===== config.mk =====
export PLATFORM = sky130hd
export DESIGN_NAME = extmem_loader
export DESIGN_NICKNAME = d
export VERILOG_FILES = /design/src/rtl/extmem_pkg.sv /design/src/rtl/extmem_loader_toggle_sync.sv /design/src/rtl/extmem_loader.sv
export SDC_FILE = /design/constraint.sdc
export NUM_CORES = 1
export LEC_CHECK = 0
export CAP_MARGIN = 20
export CORE_MARGIN = 2
export CORE_UTILIZATION = 45
export CTS_CLUSTER_SIZE = 20
export DETAILED_ROUTE_END_ITERATION = 8
export PLACE_DENSITY = 0.71
export SLEW_MARGIN = 15
export SYNTH_ARGS = -nofsm -noshare
export SYNTH_HDL_FRONTEND = slang
export SYNTH_SLANG_ARGS = --single-unit

===== constraint.sdc =====
create_clock -name CLK -period 1.75 [get_ports CLK]
set_clock_uncertainty 0.05 [all_clocks]
set_input_delay 0.35 -clock CLK [delete_from_list [all_inputs] [get_ports CLK]]
set_output_delay 0.35 -clock CLK [all_outputs]
set_load 0.1 [all_outputs]

===== src/rtl/extmem_pkg.sv =====
// Shared definitions for the EXTMEM session loader: FSM encoding,
// header field layout and payload geometry.
package extmem_pkg;

  // Session parser states
  typedef enum logic [1:0] {
    ST_IDLE  = 2'd0,
    ST_SEL   = 2'd1,
    ST_PAY   = 2'd2,
    ST_DRAIN = 2'd3
  } state_t;

  // Target memory selected by the TYPE bit of the header
  localparam logic TYPE_MASK    = 1'b0;
  localparam logic TYPE_PATTERN = 1'b1;

  // Header byte layout, bit 0 being the first bit on the bus (MSB)
  localparam int HDR_ADDR_FIRST = 0;
  localparam int HDR_ADDR_LAST  = 6;
  localparam int HDR_TYPE_BIT   = 7;

  // Payload geometry
  localparam int         PAYLOAD_BYTES = 4;
  localparam logic [1:0] PAY_LAST_IDX  = 2'(PAYLOAD_BYTES - 1);

  // Extract the 7-bit cell address from a header byte
  function automatic logic [6:0] hdr_addr(input logic [0:7] b);
    return b[HDR_ADDR_FIRST:HDR_ADDR_LAST];
  endfunction

  // Extract the memory type bit from a header byte
  function automatic logic hdr_type(input logic [0:7] b);
    return b[HDR_TYPE_BIT];
  endfunction

endpackage


===== src/rtl/extmem_loader_toggle_sync.sv =====
// Brings the SCL-domain byte toggle into the system clock domain and turns
// every level change into a one-cycle strobe. The strobe is held off until
// the chain has flushed after reset, so a high toggle level at release is
// not mistaken for a byte.
module toggle_sync
  import extmem_pkg::*;
#(
  parameter int SYNC_STAGES = 2
) (
  input  logic clk,
  input  logic rst_n,
  input  logic tgl,
  output logic byte_stb
);

  localparam int STAGES     = (SYNC_STAGES < 2) ? 2 : SYNC_STAGES;
  localparam int ARM_CYCLES = STAGES + 1;
  localparam int AW         = $clog2(ARM_CYCLES + 1);
  localparam logic [AW-1:0] ARM_DONE = AW'(ARM_CYCLES);

  logic [STAGES-1:0] sync_r;
  logic              edge_r;
  logic [AW-1:0]     arm_cnt_r;
  logic              armed_s;

  assign armed_s  = (arm_cnt_r == ARM_DONE);
  assign byte_stb = armed_s & (sync_r[STAGES-1] ^ edge_r);

  // Synchronizer chain, edge-reference flop and post-reset arm counter
  always_ff @(posedge clk or negedge rst_n) begin
    if (!rst_n) begin
      sync_r    <= '0;
      edge_r    <= 1'b0;
      arm_cnt_r <= '0;
    end else begin
      sync_r <= {sync_r[STAGES-2:0], tgl};
      edge_r <= sync_r[STAGES-1];
      if (!armed_s) begin
        arm_cnt_r <= arm_cnt_r + AW'(1);
      end else begin
        arm_cnt_r <= arm_cnt_r;
      end
    end
  end

endmodule


===== src/rtl/extmem_loader.sv =====
// Parses one session per parameter from the I2C byte stream:
// header {ADDR,TYPE}, source cell, four payload bytes, then issues a single
// 32-bit write. Trailing bytes are dropped; a stalled session is ended by
// an inter-byte silence timeout.
module extmem_loader
  import extmem_pkg::*;
#(
  parameter int TIMEOUT     = 50000,
  parameter int SYNC_STAGES = 2
) (
  input  logic        CLK,
  input  logic        RST_N,
  input  logic [0:7]  EXTMEM,
  input  logic        READ,
  output logic        WE,
  output logic [6:0]  WADDR,
  output logic        WTYPE,
  output logic [7:0]  WSRC,
  output logic [31:0] WDATA,
  output logic        BUSY,
  output logic        ABORT
);

  localparam int GW = (TIMEOUT > 2) ? $clog2(TIMEOUT) : 1;
  localparam logic [GW-1:0] GAP_MAX = GW'(TIMEOUT - 1);

  logic          byte_stb_s;
  logic          timeout_s;

  state_t        state_r,   state_nxt;
  logic [GW-1:0] gap_r,     gap_nxt;
  logic [1:0]    idx_r,     idx_nxt;
  logic [23:0]   payload_r, payload_nxt;
  logic          we_r,      we_nxt;
  logic          abort_r,   abort_nxt;
  logic          busy_r,    busy_nxt;
  logic [6:0]    waddr_r,   waddr_nxt;
  logic          wtype_r,   wtype_nxt;
  logic [7:0]    wsrc_r,    wsrc_nxt;
  logic [31:0]   wdata_r,   wdata_nxt;

  toggle_sync #(
    .SYNC_STAGES(SYNC_STAGES)
  ) u_toggle_sync (
    .clk      (CLK),
    .rst_n    (RST_N),
    .tgl      (READ),
    .byte_stb (byte_stb_s)
  );

  // A strobe on the final counter cycle keeps the session alive
  assign timeout_s = (state_r != ST_IDLE) && (gap_r == GAP_MAX) && !byte_stb_s;

  // Next-state, gap counter and output computation
  always_comb begin
    state_nxt   = state_r;
    gap_nxt     = gap_r;
    idx_nxt     = idx_r;
    payload_nxt = payload_r;
    waddr_nxt   = waddr_r;
    wtype_nxt   = wtype_r;
    wsrc_nxt    = wsrc_r;
    wdata_nxt   = wdata_r;
    we_nxt      = 1'b0;
    abort_nxt   = 1'b0;

    if (state_r == ST_IDLE) begin
      gap_nxt = '0;
    end else if (byte_stb_s) begin
      gap_nxt = '0;
    end else if (gap_r == GAP_MAX) begin
      gap_nxt = gap_r;
    end else begin
      gap_nxt = gap_r + GW'(1);
    end

    case (state_r)
      ST_IDLE: begin
        if (byte_stb_s) begin
          waddr_nxt = hdr_addr(EXTMEM);
          wtype_nxt = hdr_type(EXTMEM);
          state_nxt = ST_SEL;
        end else begin
          state_nxt = ST_IDLE;
        end
      end
      ST_SEL: begin
        if (byte_stb_s) begin
          wsrc_nxt  = EXTMEM;
          idx_nxt   = 2'd0;
          state_nxt = ST_PAY;
        end else if (timeout_s) begin
          abort_nxt = 1'b1;
          idx_nxt   = 2'd0;
          state_nxt = ST_IDLE;
        end else begin
          state_nxt = ST_SEL;
        end
      end
      ST_PAY: begin
        if (byte_stb_s) begin
          payload_nxt = {payload_r[15:0], EXTMEM};
          if (idx_r == PAY_LAST_IDX) begin
            wdata_nxt = {payload_r, EXTMEM};
            we_nxt    = 1'b1;
            idx_nxt   = 2'd0;
            state_nxt = ST_DRAIN;
          end else begin
            idx_nxt   = idx_r + 2'd1;
          end
        end else if (timeout_s) begin
          abort_nxt   = 1'b1;
          idx_nxt     = 2'd0;
          payload_nxt = 24'd0;
          state_nxt   = ST_IDLE;
        end else begin
          state_nxt = ST_PAY;
        end
      end
      ST_DRAIN: begin
        if (timeout_s) begin
          state_nxt = ST_IDLE;
        end else begin
          state_nxt = ST_DRAIN;
        end
      end
      default: begin
        idx_nxt   = 2'd0;
        state_nxt = ST_IDLE;
      end
    endcase

    busy_nxt = (state_nxt != ST_IDLE);
  end

  // State, counters and registered outputs
  always_ff @(posedge CLK or negedge RST_N) begin
    if (!RST_N) begin
      state_r   <= ST_IDLE;
      gap_r     <= '0;
      idx_r     <= 2'd0;
      payload_r <= 24'd0;
      we_r      <= 1'b0;
      abort_r   <= 1'b0;
      busy_r    <= 1'b0;
      waddr_r   <= 7'd0;
      wtype_r   <= 1'b0;
      wsrc_r    <= 8'd0;
      wdata_r   <= 32'd0;
    end else begin
      state_r   <= state_nxt;
      gap_r     <= gap_nxt;
      idx_r     <= idx_nxt;
      payload_r <= payload_nxt;
      we_r      <= we_nxt;
      abort_r   <= abort_nxt;
      busy_r    <= busy_nxt;
      waddr_r   <= waddr_nxt;
      wtype_r   <= wtype_nxt;
      wsrc_r    <= wsrc_nxt;
      wdata_r   <= wdata_nxt;
    end
  end

  assign WE    = we_r;
  assign ABORT = abort_r;
  assign BUSY  = busy_r;
  assign WADDR = waddr_r;
  assign WTYPE = wtype_r;
  assign WSRC  = wsrc_r;
  assign WDATA = wdata_r;

endmodule


# Yosys cells after proc, flatten, opt, wreduce, memory -nomap -nowiden

Cells that the tools add are included.

Input bits: 11
Memory bits (writable): 0
Bits in read-only memories: 0
Memories: 0
Latch bits: 0
Flip-flop bits (word level): 100
Output and inout bits: 51

Divide/modulo/power cells: 0
$add $sub $neg: 3
Equal/unequal tests: 7
Shift-type cells: 0
Multipliers: 0
Mux-type cells: 24
Bitwise operators: 2
Reductions and logical operators: 13
Order comparisons: 0

Operators with widths:

| cell                                                  | number |
|---|---|
| 2-to-1 mux 16 bit                                     | 3 |
| 2-to-1 mux 24 bit                                     | 2 |
| 2-to-1 mux 2 bit                                      | 9 |
| adder 16 x 1 -> 16 bit, second input constant         | 1 |
| equality test 16 bit, second input constant           | 1 |
| equality test 2 bit, second input constant            | 4 |
| 2-to-1 mux 1 bit                                      | 8 |
| one-hot mux 2 bit (4 select lines)                    | 1 |
| nonzero test 2 bit                                    | 4 |
| AND reduction 2 bit                                   | 3 |
| adder 2 x 1 -> 2 bit, second input constant           | 2 |
| one-hot mux 2 bit (2 select lines)                    | 1 |
| inequality test 3 x 2 -> 1 bit, second input constant | 1 |
| AND reduction 3 bit                                   | 1 |
| equality test 2 x 1 -> 1 bit, second input constant   | 1 |
| logical AND 1 bit                                     | 2 |
| logical NOT 2 bit                                     | 1 |
| OR reduction 2 bit                                    | 1 |
| AND 1 bit                                             | 1 |
| logical NOT 1 bit                                     | 1 |
| XOR 1 bit                                             | 1 |

# Logic depth before layout (Yosys ltp)

Word-level depth: 8
Gate-level depth with buffers: 8

# Modules after synthesis

A second synthesis with hierarchy kept.

Cells, all modules: 398
Area, all modules: 4329.2 um2

Modules (own cells, without submodules):

| module        | times used | area an instance (um2) | cells each |
|---|---|---|---|
| extmem_loader | 1          | 4151.5                 | 388 |
| toggle_sync   | 1          | 177.7                  | 10 |

# Worst setup path after synthesis

Ideal clock, no wire load.

Path type: register to register
From: reg state_r[0]
To: reg payload_r[10]
Setup time: 130 ps
Stages on the path, launching flop included: 9
Slack: -206 ps
Buffers on the path: 2
Period minus slack after synthesis: 1956 ps
Data arrival time: 1775 ps
Cells stage by stage: dfrtp_1 inv_1 ha_1 clkbuf_1 nor4bb_1 nand3_1 o21ai_4 buf_6 o211ai_1

Word-level cells in the longest chain between the ends: 5

Ends and longest elaborated chain:

| item                                   | RTL line             | text |
|---|---|---|
| start: declaration                     | extmem_loader.sv:30  | `state_t state_r, state_nxt;` |
| start signal: assignment               | extmem_loader.sv:151 | `state_r <= state_nxt;` |
| nonzero test 2 bit                     | extmem_loader.sv:52  | `assign timeout_s = (state_r != ST_IDLE) && (gap_r == GAP_MAX) && !byte_stb_s;` |
| logical AND 1 bit (2 in a row)         | extmem_loader.sv:52  |  |
| nonzero test 2 bit (no source line)    | n/a                  |  |
| AND reduction 2 bit (no source line) * | n/a                  |  |
| end signal: assignment                 | extmem_loader.sv:154 | `payload_r <= payload_nxt;` |
| end: declaration                       | extmem_loader.sv:33  | `logic [23:0] payload_r, payload_nxt;` |

Mark *: on every way between the ends. The rest lies on a longest branch, timed or not.
A chain may end at the register's enable or synchronous reset.

# Final worst setup path

From: reg gap_r[5]
To: reg gap_r[13]

Word-level cells in the longest chain between the ends: 4

Ends and longest elaborated chain:

| item                     | RTL line             | text |
|---|---|---|
| start: declaration       | extmem_loader.sv:31  | `logic [GW-1:0] gap_r, gap_nxt;` |
| start signal: assignment | extmem_loader.sv:152 | `gap_r <= gap_nxt;` |
| adder 16 x 1 -> 16 bit   | extmem_loader.sv:74  | `gap_nxt = gap_r + GW'(1);` |
| 2-to-1 mux 16 bit        | extmem_loader.sv:71  | `end else if (gap_r == GAP_MAX) begin` |
| 2-to-1 mux 16 bit        | extmem_loader.sv:69  | `end else if (byte_stb_s) begin` |
| 2-to-1 mux 16 bit        | extmem_loader.sv:67  | `if (state_r == ST_IDLE) begin` |

Parallel ways exist; a longest one is shown, timed or not. The select of a mux whose other input is x is not followed.

==> reports/summary.txt <==
====================================================================================
Crit Path Class                                                         flop to flop
Startpoint type of the worst setup path                                         flop
Layout net count                                                                 481
DP Cell Count                                                                    567
EDFF count, synth                                                                  0
Proportion of synthesized chip area in sequential cells                       58.48%
Die width                                                                   101.5 um
Syn-to-layout area delta                                                      43.57%
CTS Sinks                                                                        100
First-pass GRT wire length                                                  15.26 mm
Final hold vios                                                                    0
Number of vias in the routed layout                                            3,110
Dominant synthesized flop cell                                               dfrtp_1
Port bufs                                                                         61
Final Core Density                                                            66.49%
Post-Syn Instances                                                               364
Failing checks                                                          setup timing
DP Worst Slack                                                           -0.09022 ns
Actual slew at the worst max-slew pin                                      0.4350 ns
Area of the die                                                           10,310 um2
Family with the most delay on the worst path                            simple AND/OR/NAND/NOR gates
Critical path depth                                                                4
Worst reg2reg endpoint                                                     gap_r[13]
DRC violation total after the first TritonRoute iteration                        172
Slew margin rel.                                                              70.69%
Sum of net half-perimeters after detailed placement                         6.382 mm
Classification of the worst-slack hold path                             flop to flop
Crit path required time                                                      1.98 ns
Result of the run                                                       finished, violations left
Worst endpoint data arrival time                                             2.03 ns
Type of element capturing the critical path                                     flop
Largest area contributor in the netlist                                      dfrtp_1
Setup TNS                                                                 -0.5498 ns
Delay of the slowest critical-path stage                                     0.56 ns
Post-detailed-route DRC marker count                                               0
Reg-to-Reg Start                                                            gap_r[5]
Overall power                                                               9.536 mW
Share of layout cells above drive strength 1                                  38.12%
Via density per instance                                                       5.218
Antenna Nets Post-Route                                                            0
Combined global-route utilization of all metal layers                         18.75%
Core region area                                                            9240 um2
Number of clock buffers inserted by TritonCTS                                      9
Fin worst setup slack                                                    -0.04990 ns
Avg Inst Size Synth                                                        11.76 um2
Setup repair after global routing missed its margin                             true
Antenna violations before repair                                                   0
Hold Path Origin                                                        u_toggle_sync.sync_r[0]
Top-level I/O count                                                               62
Cells along the critical path                                           nand3_1, or4_4, or3_1, a21oi_1
Share of the clock period used by the worst path                              102.9%
Final number of setup-violating endpoints                                         32
Power density of the placed cells                                        1552 nW/um2
Maximum number of pins on one net before global-route repair                      48
Max-cap violations                                                                 0
Area contributors post-synth                                            dfrtp_1 (58%), mux2_2 (13%), nand2_1 (4.8%)
Number of global-route vias before repair                                      3,163
Share of the synthesized area in the top cell type                            58.48%
Cell with the biggest individual delay on the critical path                    or4_4
Leakage power of the design                                                 2.891 nW
Mean routed wirelength per cell                                             15.75 um
Ant. Diodes                                                                        0
Achievable clock frequency                                                 555.6 MHz
Row count                                                                         35
Clk Tree Root Cell                                                          clkbuf_8
TritonRoute pass-1 iters                                                           4
Worst-skew pair later-pin latency                                            0.35 ns
Residual overflow from global routing                                              0
Dominant combinational cell family by area after synthesis              multiplexers
Clock slew seen by the registers of the worst setup and hold paths           0.10 ns
Largest vdd supply drop                                                      1560 uV
Time the final worst path needs with I/O delays and setup                   1.800 ns
Post-synth top cells                                                    dfrtp_1 (100), nand2_1 (55), mux2_2 (49)
Reg-to-reg slack, setup                                                     -0.05 ns
CP Max Fanout                                                                      5
Distinct cell type count after synthesis                                          41
Syn. warnings                                                                      0
Share of flip-flops with an asynchronous set or reset after synthesis         100.0%
Filler cell count                                                                658
Share of synthesized area spent on multiplexers                               13.13%
Number of cells traversed by the worst register-to-register path                   4
Count of state elements after synthesis                                          100
Initial cell density of the core                                              46.31%
Endpoint with the worst hold slack                                      u_toggle_sync.sync_r[1]
Synth Area in Compound Gates                                                  7.807%
Number of buffer and inverter stages on the critical path                          0
Routed wire length                                                          9.389 mm
Clock tree from TritonCTS                                                       done
Synthesized cell area                                                       4279 um2
Depth of the worst hold-timing path                                                0
Adder-Cell Fraction of Synth Area                                             2.339%
Count of final max-slew check failures                                             0
Die Y                                                                       101.5 um
Mapped Nets                                                                      383
Fraction of the mapped netlist area in simple logic gates                     10.61%
H-tree levels                                                                      3
Most common cell in the synthesized netlist                                  dfrtp_1
Max Root-Sink Buffers                                                              2
Final weighted congestion in routability-driven placement                     0.9247
Xor and xnor area share after synthesis                                       2.865%
Number of non-filler instances in the completed layout                           596
====================================================================================
[state kept, by name, indices dropped and copies added (netlist names)]
register and cells:
ABORT 1, BUSY 1, WADDR 7, WDATA 32, WE 1, WSRC 8, WTYPE 1, gap_r 16
idx_r 2, payload_r 24, state_r 2, u_toggle_sync.arm_cnt_r 2, u_toggle_sync.edge_r 1, u_toggle_sync.sync_r 2
[report_power, final]
part	internal, mW	leakage (nW)	switching, mW
registers	2.77	1.20	0.477
logic	1.88	1.60	3.02
clock network	0.541	0.0963	0.851
total	5.19	2.89	4.34
[metrics by stage]
stage          hold WS [ns]  cell area [um2]
6_report             0.3096             6143
5_1_grt              0.3429             6143
4_1_cts              0.3099             6005
3_5_place_dp         0.1785             5749
3_3_place_gp         0.1753             5749
2_1_floorplan      0.004409             4319
[area by class of cell]
| type | instances | area (um2) | area share, % |
|---|---|---|---|
| Multi-Input combinational cell | 217 | 1680 | 27.35 |
| Timing Repair Buffer | 101 | 1494 | 24.32 |
| Clock inverter | 7 | 56.30 | 0.9165 |
| Inverter | 33 | 123.9 | 2.016 |
| Sequential cell | 100 | 2504 | 40.75 |
| Clock buffer | 9 | 123.9 | 2.016 |
| Tap cell | 129 | 161.4 | 2.627 |
[how the worst max path moves through the flow]
stage	from	to	slack (ns)
after floorplan	state_r[1]	payload_r[10]	-0.13
after global routing	state_r[1]	gap_r[6]	-0.12
final	gap_r[5]	gap_r[13]	-0.05
after global placement	u_toggle_sync.arm_cnt_r[0]	WDATA[21]	-0.01
after detailed placement	state_r[1]	payload_r[3]	-0.09
after CTS	state_r[1]	payload_r[10]	-0.003
[cells by family (layout without fill, tap and decap cells)]
kind of cell | Yosys count | in the layout
and+or+nand+nor | 97 | 98
buffers and inverters | 48 | 150
muxes | 50 | 50
AOI/OAI and AO/OA | 47 | 47
DFF | 100 | 100
adders and majority gates | 8 | 8
xor gates and xnor gates | 14 | 14
[cells in the final DEF, fill, tap and decap left out, types with 4 or more instances in the layout]
| cell | n |
|---|---|
| dfrtp_1 | 99 |
| buf_12 | 55 |
| nand2_1 | 54 |
| mux2_2 | 49 |
| inv_1 | 30 |
| buf_4 | 30 |
| o211ai_1 | 24 |
| nor3_1 | 10 |
| xnor2_1 | 10 |
| clkbuf_8 | 9 |
| clkdlybuf4s50_1 | 9 |
| nor2_1 | 7 |
| o21ai_0 | 6 |
| ha_1 | 6 |
| buf_6 | 6 |
| nand4_1 | 5 |
| xor2_1 | 4 |
| nand3_1 | 4 |
[metal layers]
metal,vias to the layer above,routed length [um],global-route usage [%],part of all wire (%)
met4,0,144,6.549,1.5
li1,1461,-,-,-
met5,-,0,0,0
met3,12,480,4.969,5.1
met2,84,4707,29.76,50
met1,1553,4056,25.08,43
[what timing repair did]
action | 4_1_cts | 5_1_grt
resized for setup | 6 | 18
setup endpoints to repair | 70 | 89
hold endpoints to repair | 13 | 0
cloned | 0 | 1
setup buffers | 4 | 7
hold buffers | 1 | 0
pin swaps | 2 | 6
Power figures use the tool's default switching activity.
